===== src/rtl/mmio_timer_periph.sv =====
// mmio_timer_periph: memory-mapped responder for the CPU data bus.
// Owns the timer (TH/TL/TCON), LED, seven-segment and SYSTICK registers.
// Reads are combinational; writes land on the rising edge where mem_write && hit.
//
// Optional feature: define MMIO_SYSTICK_EN to build the free-running SYSTICK counter
// at offset 0x14. When the macro is undefined, 0x14 reads 0 and writes are ignored.
//
// Ports:
//   clk       in   sole clock, rising edge
//   reset     in   asynchronous, active-low
//   addr      in   byte address from the MEM stage, bits [1:0] ignored
//   wdata     in   store data
//   mem_read  in   load strobe (rdata is valid whenever hit, so it is not needed)
//   mem_write in   store strobe
//   rdata     out  combinational load data, 0 outside the window
//   hit       out  addr lies in BASE_ADDR .. BASE_ADDR+0x1F
//   led       out  LED register
//   digi      out  seven-segment register
//   irq       out  level timer interrupt, TCON[1] & TCON[2]
module mmio_timer_periph #(
    parameter logic [31:0] BASE_ADDR = 32'h4000_0000,
    parameter int unsigned TICK_DIV  = 1
) (
    input  logic        clk,
    input  logic        reset,
    input  logic [31:0] addr,
    input  logic [31:0] wdata,
    input  logic        mem_read,
    input  logic        mem_write,
    output logic [31:0] rdata,
    output logic        hit,
    output logic [7:0]  led,
    output logic [11:0] digi,
    output logic        irq
);

    localparam logic [2:0]  OffTh   = 3'd0;
    localparam logic [2:0]  OffTl   = 3'd1;
    localparam logic [2:0]  OffTcon = 3'd2;
    localparam logic [2:0]  OffLed  = 3'd3;
    localparam logic [2:0]  OffDigi = 3'd4;
    localparam logic [2:0]  OffSys  = 3'd5;
    localparam logic [15:0] PrescLast = 16'(TICK_DIV - 1);

    logic [31:0] th_q, th_d;
    logic [31:0] tl_q, tl_d;
    logic [2:0]  tcon_q, tcon_d;
    logic [7:0]  led_q, led_d;
    logic [11:0] digi_q, digi_d;
    logic [15:0] presc_q, presc_d;
    logic [31:0] systick_rd;

    logic [2:0] off;
    logic       wr;
    logic       tick;
    logic       ovf;

    // Byte lanes and the load strobe carry no information for this block.
    logic unused_bits;
    assign unused_bits = ^{addr[1:0], mem_read};

    assign off  = addr[4:2];
    assign hit  = (addr[31:5] == BASE_ADDR[31:5]);
    assign wr   = mem_write & hit;
    assign tick = tcon_q[0] && (presc_q == PrescLast);
    // A CPU write to TL swallows the tick, so it cannot overflow either.
    assign ovf  = tick && (tl_q == 32'hFFFF_FFFF) && !(wr && off == OffTl);

    always_comb begin
        presc_d = 16'd0;
        if (tcon_q[0] && !tick) begin
            presc_d = presc_q + 16'd1;
        end

        th_d = th_q;
        if (wr && off == OffTh) begin
            th_d = wdata;
        end

        tl_d = tl_q;
        if (wr && off == OffTl) begin
            tl_d = wdata;
        end else if (tick) begin
            // Reload uses the old TH even if TH is being written this cycle.
            tl_d = (tl_q == 32'hFFFF_FFFF) ? th_q : tl_q + 32'd1;
        end

        tcon_d = tcon_q;
        if (wr && off == OffTcon) begin
            tcon_d[1:0] = wdata[1:0];
            if (wdata[2]) begin
                tcon_d[2] = 1'b0;
            end
        end
        // Overflow set beats a same-cycle write-1-to-clear.
        if (ovf && tcon_q[1]) begin
            tcon_d[2] = 1'b1;
        end

        led_d  = (wr && off == OffLed) ? wdata[7:0] : led_q;
        digi_d = (wr && off == OffDigi) ? wdata[11:0] : digi_q;
    end

    always_ff @(posedge clk or negedge reset) begin
        if (!reset) begin
            th_q    <= '0;
            tl_q    <= '0;
            tcon_q  <= '0;
            led_q   <= '0;
            digi_q  <= '0;
            presc_q <= '0;
        end else begin
            th_q    <= th_d;
            tl_q    <= tl_d;
            tcon_q  <= tcon_d;
            led_q   <= led_d;
            digi_q  <= digi_d;
            presc_q <= presc_d;
        end
    end

`ifdef MMIO_SYSTICK_EN
    logic [31:0] systick_q;

    always_ff @(posedge clk or negedge reset) begin
        if (!reset) begin
            systick_q <= '0;
        end else if (wr && off == OffSys) begin
            systick_q <= '0;
        end else begin
            systick_q <= systick_q + 32'd1;
        end
    end

    assign systick_rd = systick_q;
`else
    assign systick_rd = '0;
`endif

    always_comb begin
        rdata = '0;
        if (hit) begin
            case (off)
                OffTh:   rdata = th_q;
                OffTl:   rdata = tl_q;
                OffTcon: rdata = {29'd0, tcon_q};
                OffLed:  rdata = {24'd0, led_q};
                OffDigi: rdata = {20'd0, digi_q};
                OffSys:  rdata = systick_rd;
                default: rdata = '0;
            endcase
        end
    end

    assign led  = led_q;
    assign digi = digi_q;
    assign irq  = tcon_q[1] & tcon_q[2];

endmodule


===== config.mk =====
export PLATFORM = sky130hd
export DESIGN_NAME = mmio_timer_periph
export DESIGN_NICKNAME = d
export VERILOG_FILES = /design/src/rtl/mmio_timer_periph.sv
export SDC_FILE = /design/constraint.sdc
export NUM_CORES = 1
export LEC_CHECK = 0
export CAP_MARGIN = 20
export CORE_MARGIN = 2
export CORE_UTILIZATION = 45
export DETAILED_ROUTE_END_ITERATION = 10
export HOLD_SLACK_MARGIN = 0.05
export PLACE_DENSITY = 0.8
export REMOVE_ABC_BUFFERS = 1
export SKIP_CTS_REPAIR_TIMING = 1
export SLEW_MARGIN = 30
export SYNTH_ARGS = -nofsm -noshare
export SYNTH_HDL_FRONTEND = slang
export SYNTH_SLANG_ARGS = --single-unit
export TNS_END_PERCENT = 10

===== constraint.sdc =====
create_clock -name clk -period 2.64 [get_ports clk]
set_input_delay 0.528 -clock clk [delete_from_list [all_inputs] [get_ports clk]]
set_output_delay 0.528 -clock clk [all_outputs]
set_load 0.1 [all_outputs]

## Word level (Yosys, flattened, before mapping)

Cells that the tools add are included.
W data, S select, Z words.

- Output and inout port bits: 54
- Bits in latches: 0
- Bits in read-only memories: 0
- Memories kept: 0
- Bits of input ports: 68
- Memory bits (writable): 0
- Word-level logic and storage cells: 44
- Flip-flop bits (word level): 103

- Shift operators: 0
- Muxes and demuxes: 9
- Equality and inequality tests: 6
- $lt $le $gt $ge: 0
- Bitwise logic cells: 2
- Divide/modulo/power cells: 0
- Add/sub/neg operators: 2
- Multiply operators: 0
- Reduce and logical (&&, ||, !) cells: 18

Operators by type and width:

| kind | count |
|---|---|
| $pmux W32 S5 | 1 |
| $mux W32 | 4 |
| $add A32 B1 Y32 const B | 1 |
| $eq A32 B32 Y1 const B | 1 |
| $eq A27 B26 Y1 const B | 1 |
| $add A16 B1 Y16 const B | 1 |
| $logic_not A16 Y1 | 1 |
| $mux W16 | 1 |
| $logic_and A1 B1 Y1 | 10 |
| $eq A3 B2 Y1 const B | 2 |
| $reduce_bool A2 Y1 | 3 |
| $eq A3 B1 Y1 const B | 1 |
| $eq A3 B3 Y1 const B | 1 |
| $logic_not A3 Y1 | 1 |
| $mux W3 | 1 |
| $and A1 B1 Y1 | 2 |
| $logic_not A1 Y1 | 2 |
| $mux W1 | 2 |
| $reduce_and A2 Y1 | 1 |

## Longest topological paths before layout

Gate-level depths: netlist (run 1).

- Depth in word-level cells: 8
- Mapped depth: 11
- Gate-level depth less buffers: 8

## Least setup slack after synthesis (run 1)

No wires, ideal clock.

- Path kind: input port to output port
- Start: input port addr[15]
- End: output port rdata[10]
- Stages on the path: 6
- Path buffers: 1
- Setup slack: -2433 ps
- Data required time: 2112 ps
- Arrival: 4545 ps
- Cells stage by stage: nor4b_1 > nand4_1 > nor2_2 > nand2_1 > clkbuf_1 > nor3_1

- Word-level cells in the longest chain between the ends: 2

Ends and longest elaborated chain:

| element | line | RTL |
|---|---|---|
| from (decl) | 26 | `input logic [31:0] addr,` |
| $eq A27 B26 Y1 | 63 | `assign hit = (addr[31:5] == BASE_ADDR[31:5]);` |
| via hit | 31 | `output logic hit,` |
| $mux W32 | 142 | `if (hit) begin` |
| to (decl) | 30 | `output logic [31:0] rdata,` |

The timed path passes the listed nets, and every way through them passes these cells.

## Worst setup path in the final report (run 1)

- Start: input port addr[20]
- End: output port rdata[10]

- Word-level cells in the longest chain between the ends: 2

Ends and longest elaborated chain:

| element | line |
|---|---|
| $eq A27 B26 Y1 | 63 |
| $mux W32 | 142 |

No other way between the ends.

==> results of run 1 <==
==> routing by layer <==
metal / GRT usage [%] / up-vias
met2: 41.68 / 376
met4: 10.00 / 0
met5: 0 / -
met1: 32.79 / 2982
met3: 5.513 / 70
li1: - / 2614
==> final timing paths <==
| check | endpoint | slack [ns] | cells after the start |
|---|---|---|---|
| min in group clk | presc_q[0] | 0.52 | 1 |
| min reg2reg | presc_q[0] | 0.52 | 1 |
| max reg2reg | tl_q[18] | 0.10 | 9 |
| min | digi[7] | 0.23 | 1 |
| max | rdata[10] | -0.02 | 9 |
| max in group asynchronous | tcon_q[2] | 1.67 | 2 |
==> worst reg2reg max path, cell delays in order (launching register included) <==
cell and delay (ns):
dfrtp_1 0.46, ha_1 0.27, nand3_1 0.30, nor2_1 0.20
buf_4 0.22, and3_1 0.44, buf_4 0.22, nand2_1 0.06
o2bb2ai_1 0.12, a21oi_1 0.17
==> sequential cells by signal, indices dropped and copies added (netlist names) <==
signal	cells
tl_q	32
th_q	32
led	8
tcon_q	3
digi	12
presc_q	16
==> stage by stage <==
stage / instances / setup TNS [ns] / setup slack, ns
after floorplan: 591 / -112.28 / -2.926
after global placement: 934 / -9.922 / -0.3699
after detailed placement: 934 / -14.65 / -0.4585
after CTS: 950 / -9.101 / -0.4748
after global routing: 964 / -0.2953 / -0.06568
final: 964 / -0.02841 / -0.01679
==> where the power goes <==
group | internal (µW) | total (µW) | switching [µW]
sequential | 1580 | 1580 | 0.0756
clock | 881 | 1480 | 602
combinational | 128 | 260 | 132
total | 2590 | 3320 | 734
==> cell usage after synthesis, types with 10 or more instances <==
library cell  instances
inv_1                16
nor4_1               10
nand2_1              50
mux2i_1              13
clkbuf_1             24
nor2_1               68
o21ai_0              29
nand4_1              10
nor3_1               21
xnor2_1              12
mux2_2               57
dfrtp_1             103
and3_1               17
xor2_1               13
a22oi_1              29
a21oi_1              22
nand3_1              27
==> cell families after synthesis <==
| logic type | share of synthesized area [%] |
|---|---|
| flip-flops | 42.85 |
| AND/OR/NAND/NOR | 21.15 |
| AO/OA/AOI/OAI | 14.56 |
| XOR/XNOR | 3.640 |
| adder cells (fa/ha/maj) | 0.6240 |
| multiplexers | 13.33 |
| buffers and inverters | 3.848 |
==> final cells by class <==
type                            instances  area [µm²]
Clock inverter                          5       80.08
Tap cell                              176       220.2
Inverter                               16       60.06
Multi-Input combinational cell        472        3408
Timing Repair Buffer                  181        2121
Clock buffer                           11       252.7
Sequential cell                       103        2577
Fill cell                             938        4418
==> results.ini, run 1 <==
[timing]
whs_ns = 0.2290
rsz0062_at_grt = true
fin_crit_ns = 2.657
worst_slew_pin_slew_ns = 0.7332
post-route-period-util_pct = 100.6
maxSlewViolCount = 0
fin_skew_ns = 0.009215
fmax_mhz = 376.4
maxSlewHeadroom_pct = 51.12
fin_ws_ns = -0.01679
setup_viol = 2
finalHoldViolations = 0

[synthesis]
syn_area_um2 = 6016
synthDistinctLibCells = 56
netlist.area_leader.share_pct = 42.85
yosysSeqAreaShare_pct = 42.85
avgSynthCellArea_um2 = 9.579
synth_edf_count = 0
synthTopCellsByArea = dfrtp_1 43%, mux2_2 11%, nor2_1 4.2%, a22oi_1 3.6%, nand2_1 3.1%
yosysWarnings = 0
synth.largest_area_cell = dfrtp_1
synth-async-reset-ratio_pct = 100.0
ys.flop_type = dfrtp_1
ys_seq_elements = 103
netlist_instances = 628

[run_status]
violations = setup timing
status = finished with violations

[detailed_routing]
drtIter0Drc = 738
ant_nets = 0
dr_wl_met3_um = 1703
wl_met1_um = 7540
dr.pass1.iters = 8
detail_route.wl_per_cell_um = 20.94
route.met2.wl_um = 10300
drc = 0
maxUsedRoutingLayer = met4
vias = 6042
drt-total-wl_um = 20190
vias_per_cell = 6.268

[critical_path]
worstPathArrival_ns = 2.13
startpoint = addr[20]
crit_fanout = 8
crit_chain = dlymetal6s2s_1 -> nor4_2 -> nand3_2 -> nor2_4 -> nand2_4 -> buf_12 -> nor3_4 -> buf_6 -> buf_12
cp_slowest_cell = nor4_2
worstReg2RegStart = tl_q[0]
criticalPathCategory = input port to output port
startpoint_type = input port
critPathRequiredTime_ns = 2.11
cpMostUsedCell = buf_12
cp_num_buf_inv = 4
critical_path.max_stage_delay_ns = 0.32
cpLargestDelayFamily = simple AND/OR/NAND/NOR gates
crit_path_end_kind = output port

[floorplan]
die_w_um = 119.6
core_area_um2 = 13140
start_util_pct = 45.79
die_area_um2 = 14310
io_pins = 122
die_y_um = 119.6
fp-row-count = 42

[global_routing]
grt_pass1_wl_um = 29040
antenna_found_initial = 0
grt_use_total_pct = 25.39
grt_max_degree = 56
first_global_vias = 5793
overflow = 0

[clock_tree]
cts_max_path_buffers = 2
cts-root-buf = clkbuf_16
h-tree-depth = 3
cts_tree = yes
clkSinkCount = 103
clkLatencyLatePin_ns = 0.36
path_clk_slew_ns = 0.06
cts_buffers = 9

[final_layout]
final_common_cell = dfrtp_1
postLayoutCellArea_um2 = 8720
most-common-layout-cells = 103 x dfrtp_1, 68 x buf_4, 63 x nor2_1, 57 x mux2_2, 49 x nand2_1
final_net_count = 854
fin_util_pct = 66.37
n_antenna_cell = 0
drive_gt1_share_pct = 31.60
area_growth_pct = 44.95

[power_and_ir_drop]
p_per_area_nw_per_um2 = 380.7
power_uw = 3320
ir_drop_uv = 336.3
leakage_uw = 0.003927

[job]
drv_cap = 0

[placement]
placed_area_um2 = 7969
dp_hpwl_um = 12880
io_buffers = 118
gp_congestion = 0.9059

[min_path]
min_path_type = input port to asynchronous set/reset pin

Power figures use the tool's default switching activity.
==> run 2: changes to the inputs <==
--- a/config.mk
+++ b/config.mk
@@ -8,2 +8,3 @@
 export CAP_MARGIN = 20
+export CORE_ASPECT_RATIO = 0.7
 export CORE_MARGIN = 2
==> constraint.sdc (replaced) <==
create_clock -name clk -period 2.64 [get_ports clk]
set_input_delay 0.396 -clock clk [delete_from_list [all_inputs] [get_ports clk]]
set_output_delay 0.396 -clock clk [all_outputs]
set_load 0.1 [all_outputs]
==> results.ini, run 2 (synthesis results as in run 1) <==
[power_and_ir_drop]
p_per_area_nw_per_um2 = 375.7
power_uw = 3196
ir_drop_uv = 353.0
leakage_uw = 0.003758

[detailed_routing]
ant_nets = 0
vias = 5811
drtIter0Drc = 586
drt-total-wl_um = 19460
drc = 0
vias_per_cell = 6.202
detail_route.wl_per_cell_um = 20.77
dr.pass1.iters = 5

[placement]
io_buffers = 118
placed_area_um2 = 7936
place_inst = 918
dp_hpwl_um = 13710
gp_congestion = 0.8986

[final_layout]
postLayoutCellArea_um2 = 8507
drive_gt1_share_pct = 29.96
stdcell_count = 937
top_regs = th_q x32, tl_q x32, presc_q x16
n_fill_cell = 964
area_growth_pct = 41.41
fin_util_pct = 64.97
n_antenna_cell = 0
most-common-layout-cells = 103 x dfrtp_1, 57 x mux2_2, 57 x buf_4, 49 x nand2_1, 46 x nor2_1
final_common_cell = dfrtp_1
final_net_count = 837

[timing]
fmax_mhz = 379.1
whs_ns = 0.08115
finalHoldViolations = 0
setup_viol = 0
worst_slew_pin_slew_ns = 0.6595
maxSlewViolCount = 0
maxSlewHeadroom_pct = 56.03
fin_skew_ns = 0.01063
fin_crit_ns = 2.638
post-route-period-util_pct = 99.91

[clock_tree]
clkLatencyLatePin_ns = 0.36
cts-root-buf = clkbuf_16
cts_tree = yes
cts_max_path_buffers = 2
cts_buffers = 9
h-tree-depth = 3
path_clk_slew_ns = 0.07
clkSinkCount = 103

[critical_path]
regToRegEndpoint = tl_q[29]
crit_fanout = 6
worstReg2RegStart = tl_q[0]
r2r_cells = 8
reg2reg_slack_ns = 0.06
crit_path_end_kind = output port
startpoint_type = input port
worstPathArrival_ns = 2.24
critPathRequiredTime_ns = 2.24
criticalPathCategory = input port to output port

[global_routing]
grt_max_degree = 51
overflow = 0
grt_pass1_wl_um = 30170
first_global_vias = 5814
antenna_found_initial = 0
grt_use_total_pct = 27.03

[floorplan]
core_area_um2 = 13090
fp-row-count = 35
die_y_um = 100.7
start_util_pct = 45.94
die_w_um = 142.2
io_pins = 122
die_area_um2 = 14320

[min_path]
min_path_type = input port to asynchronous set/reset pin

[run_status]
status = finished, final reports clean

[job]
drv_cap = 0

run 2: critical path, cell delays in order:
cell	delay [ns]
clkdlybuf4s50_1	0.42
nor4b_2	0.21
nand4_1	0.21
nor2_2	0.22
nand2_4	0.15
buf_12	0.19
nor3_2	0.14
buf_4	0.13
buf_12	0.16
run 2: cell type report:
cell class	count	area, µm²	area share [%]
clock buffer	10	239.0	2.809
clock inverter	6	68.82	0.8089
timing repair buffer	164	1986	23.34
inverter	16	60.06	0.7060
sequential	103	2577	30.30
tap	166	207.7	2.442
multi-input combinational	472	3368	39.59
run 2: where the power goes:
group / leakage (µW) / internal (µW) / total, µW / switching, µW
registers: 0.00131 / 1580 / 1580 / 0.0920
logic: 0.00231 / 116 / 234 / 119
clock network: 0.000137 / 765 / 1380 / 620
total: 0.00376 / 2460 / 3200 / 739
run 2: worst max path at each step:
stage | to | start | slack, ns | depth (start not counted)
4_1_cts | rdata[11] | addr[14] | -0.22 | 9
3_3_place_gp | rdata[10] | addr[14] | -0.15 | 9
3_5_place_dp | rdata[11] | addr[14] | -0.20 | 9
5_1_grt | rdata[8] | addr[15] | -0.09 | 9
2_1_floorplan | rdata[10] | addr[15] | -2.66 | 5
6_report | rdata[9] | addr[15] | 0.002 | 9
run 2: layer usage:
metal	vias up	GRT usage [%]	part of all wire, %
met1	2834	37.17	42
met3	49	5.606	9.6
li1	2570	-	-
met5	-	0	0
met4	0	8.308	2.4
met2	358	43.37	46
run 2: through the flow:
| step | setup TNS [ns] | setup WS, ns |
|---|---|---|
| finish | 0 | 0.002456 |
| global route | -0.8679 | -0.08855 |
| CTS | -4.219 | -0.2178 |
| detailed placement | -5.589 | -0.2038 |
| global placement | -2.594 | -0.1493 |
| floorplan | -94.68 | -2.662 |
==> run 3: changes to the inputs <==
MAX_ROUTING_LAYER = met4   (was not set)
==> results.ini, run 3 (synthesis results as in run 1) <==
[run_status]
status = finished with violations
violations = setup timing

[timing]
post-route-period-util_pct = 101.0
maxSlewHeadroom_pct = 59.81
fmax_mhz = 375.2
worst_slew_pin_slew_ns = 0.6029
fin_crit_ns = 2.665
maxSlewViolCount = 0
setup_viol = 1
finalSetupTns_ns = -0.02524
fin_skew_ns = 0.01184
fin_ws_ns = -0.02524
whs_ns = 0.03243
finalHoldViolations = 0

[detailed_routing]
dr.pass1.iters = 5
ant_nets = 0
drt-total-wl_um = 19600
drtIter0Drc = 573
drc = 0
vias_per_cell = 6.287
vias = 5897
detail_route.wl_per_cell_um = 20.89

[final_layout]
n_fill_cell = 939
top_regs = th_q x32, tl_q x32, presc_q x16
most-common-layout-cells = 103 x dfrtp_1, 57 x mux2_2, 57 x buf_4, 49 x nand2_1, 46 x clkdlybuf4s50_1
fin_util_pct = 65.28
n_antenna_cell = 0
multiInputGateArea_um2 = 3415
final_net_count = 838
stdcell_count = 938
final_common_cell = dfrtp_1
final-seq-area_um2 = 2577
drive_gt1_share_pct = 30.44
area_growth_pct = 42.10

[clock_tree]
path_clk_slew_ns = 0.07
cts_max_path_buffers = 2
cts_buffers = 9
cts-root-buf = clkbuf_16
cts_tree = yes
clkSinkCount = 103
h-tree-depth = 3
clkLatencyLatePin_ns = 0.35

[floorplan]
die_w_um = 142.2
core_area_um2 = 13090
start_util_pct = 45.94
die_area_um2 = 14320
die_y_um = 100.7
io_pins = 122
fp-row-count = 35

[critical_path]
cpMostUsedCell = buf_12
crit_path_end_kind = output port
worstPathArrival_ns = 2.27
criticalPathCategory = input port to output port
r2r_cells = 7
crit_fanout = 6
startpoint = addr[30]
critPathRequiredTime_ns = 2.24
worstReg2RegStart = tl_q[0]
critical_path.max_stage_delay_ns = 0.45
regToRegEndpoint = tl_q[22]
reg2reg_slack_ns = 0.01
startpoint_type = input port
crit_end = rdata[9]
crit_chain = clkdlybuf4s50_1 -> nor4b_2 -> nand4_1 -> nor2_4 -> nand2_4 -> buf_12 -> nor3_2 -> buf_4 -> buf_12
cp_slowest_cell = clkdlybuf4s50_1

[placement]
io_buffers = 118
dp_hpwl_um = 13610
gp_congestion = 0.9219
place_worst_setup_slack_ns = -0.2220
place_inst = 917

[global_routing]
overflow = 0
first_global_vias = 5553
grt_use_total_pct = 26.64
grt_pass1_wl_um = 28870
grt_max_degree = 64
antenna_found_initial = 0

[job]
drv_cap = 0

[min_path]
min_path_type = input port to asynchronous set/reset pin

[power_and_ir_drop]
ir_drop_uv = 285.6
p_per_area_nw_per_um2 = 372.7
leakage_uw = 0.003778

-- run 3: through the flow --
| stage | area, µm² | total power [µW] |
|---|---|---|
| finish | 8548 | 3186 |
| CTS | 8219 | 3187 |
| global placement | 7916 | 1827 |
| global route | 8548 | 3274 |
| detailed placement | 7916 | 1832 |
| floorplan | 5844 | 1642 |
-- run 3: worst min path at each step --
stage	slack [ns]	endpoint	start
2_1_floorplan	0.10	digi[0]	reset
3_3_place_gp	0.41	led[6]	reset
3_5_place_dp	0.42	led[6]	reset
4_1_cts	0.05	led[6]	reset
5_1_grt	0.08	led[6]	reset
6_report	0.03	led[6]	reset
-- run 3: power breakdown --
group | switching (µW) | leakage [µW] | total [µW] | internal [µW]
Clock | 625 | 0.000147 | 1370 | 746
Sequential | 0.0866 | 0.00131 | 1580 | 1580
Combinational | 124 | 0.00232 | 239 | 115
-- run 3: area by class of cell --
type	count	share of cell area (%)
clock buffer	9	2.635
clock inverter	7	0.9075
inverter	16	0.7026
multi-input combinational	472	39.94
sequential	103	30.15
tap	166	2.430
timing repair buffer	165	23.23
-- run 3: routing by layer --
metal | up-vias | GRT usage, % | wire length (µm)
met4 | 0 | 7.154 | 452
met3 | 41 | 5.178 | 1833
met2 | 348 | 41.17 | 9116
met1 | 2940 | 36.23 | 8193
met5 | - | - | 0
li1 | 2568 | - | -
-- run 3: critical path, delay by kind of cell --
kind | cells | cell delay [ns]
buffers and inverters | 4 | 0.95
AND/OR/NAND/NOR | 5 | 0.90
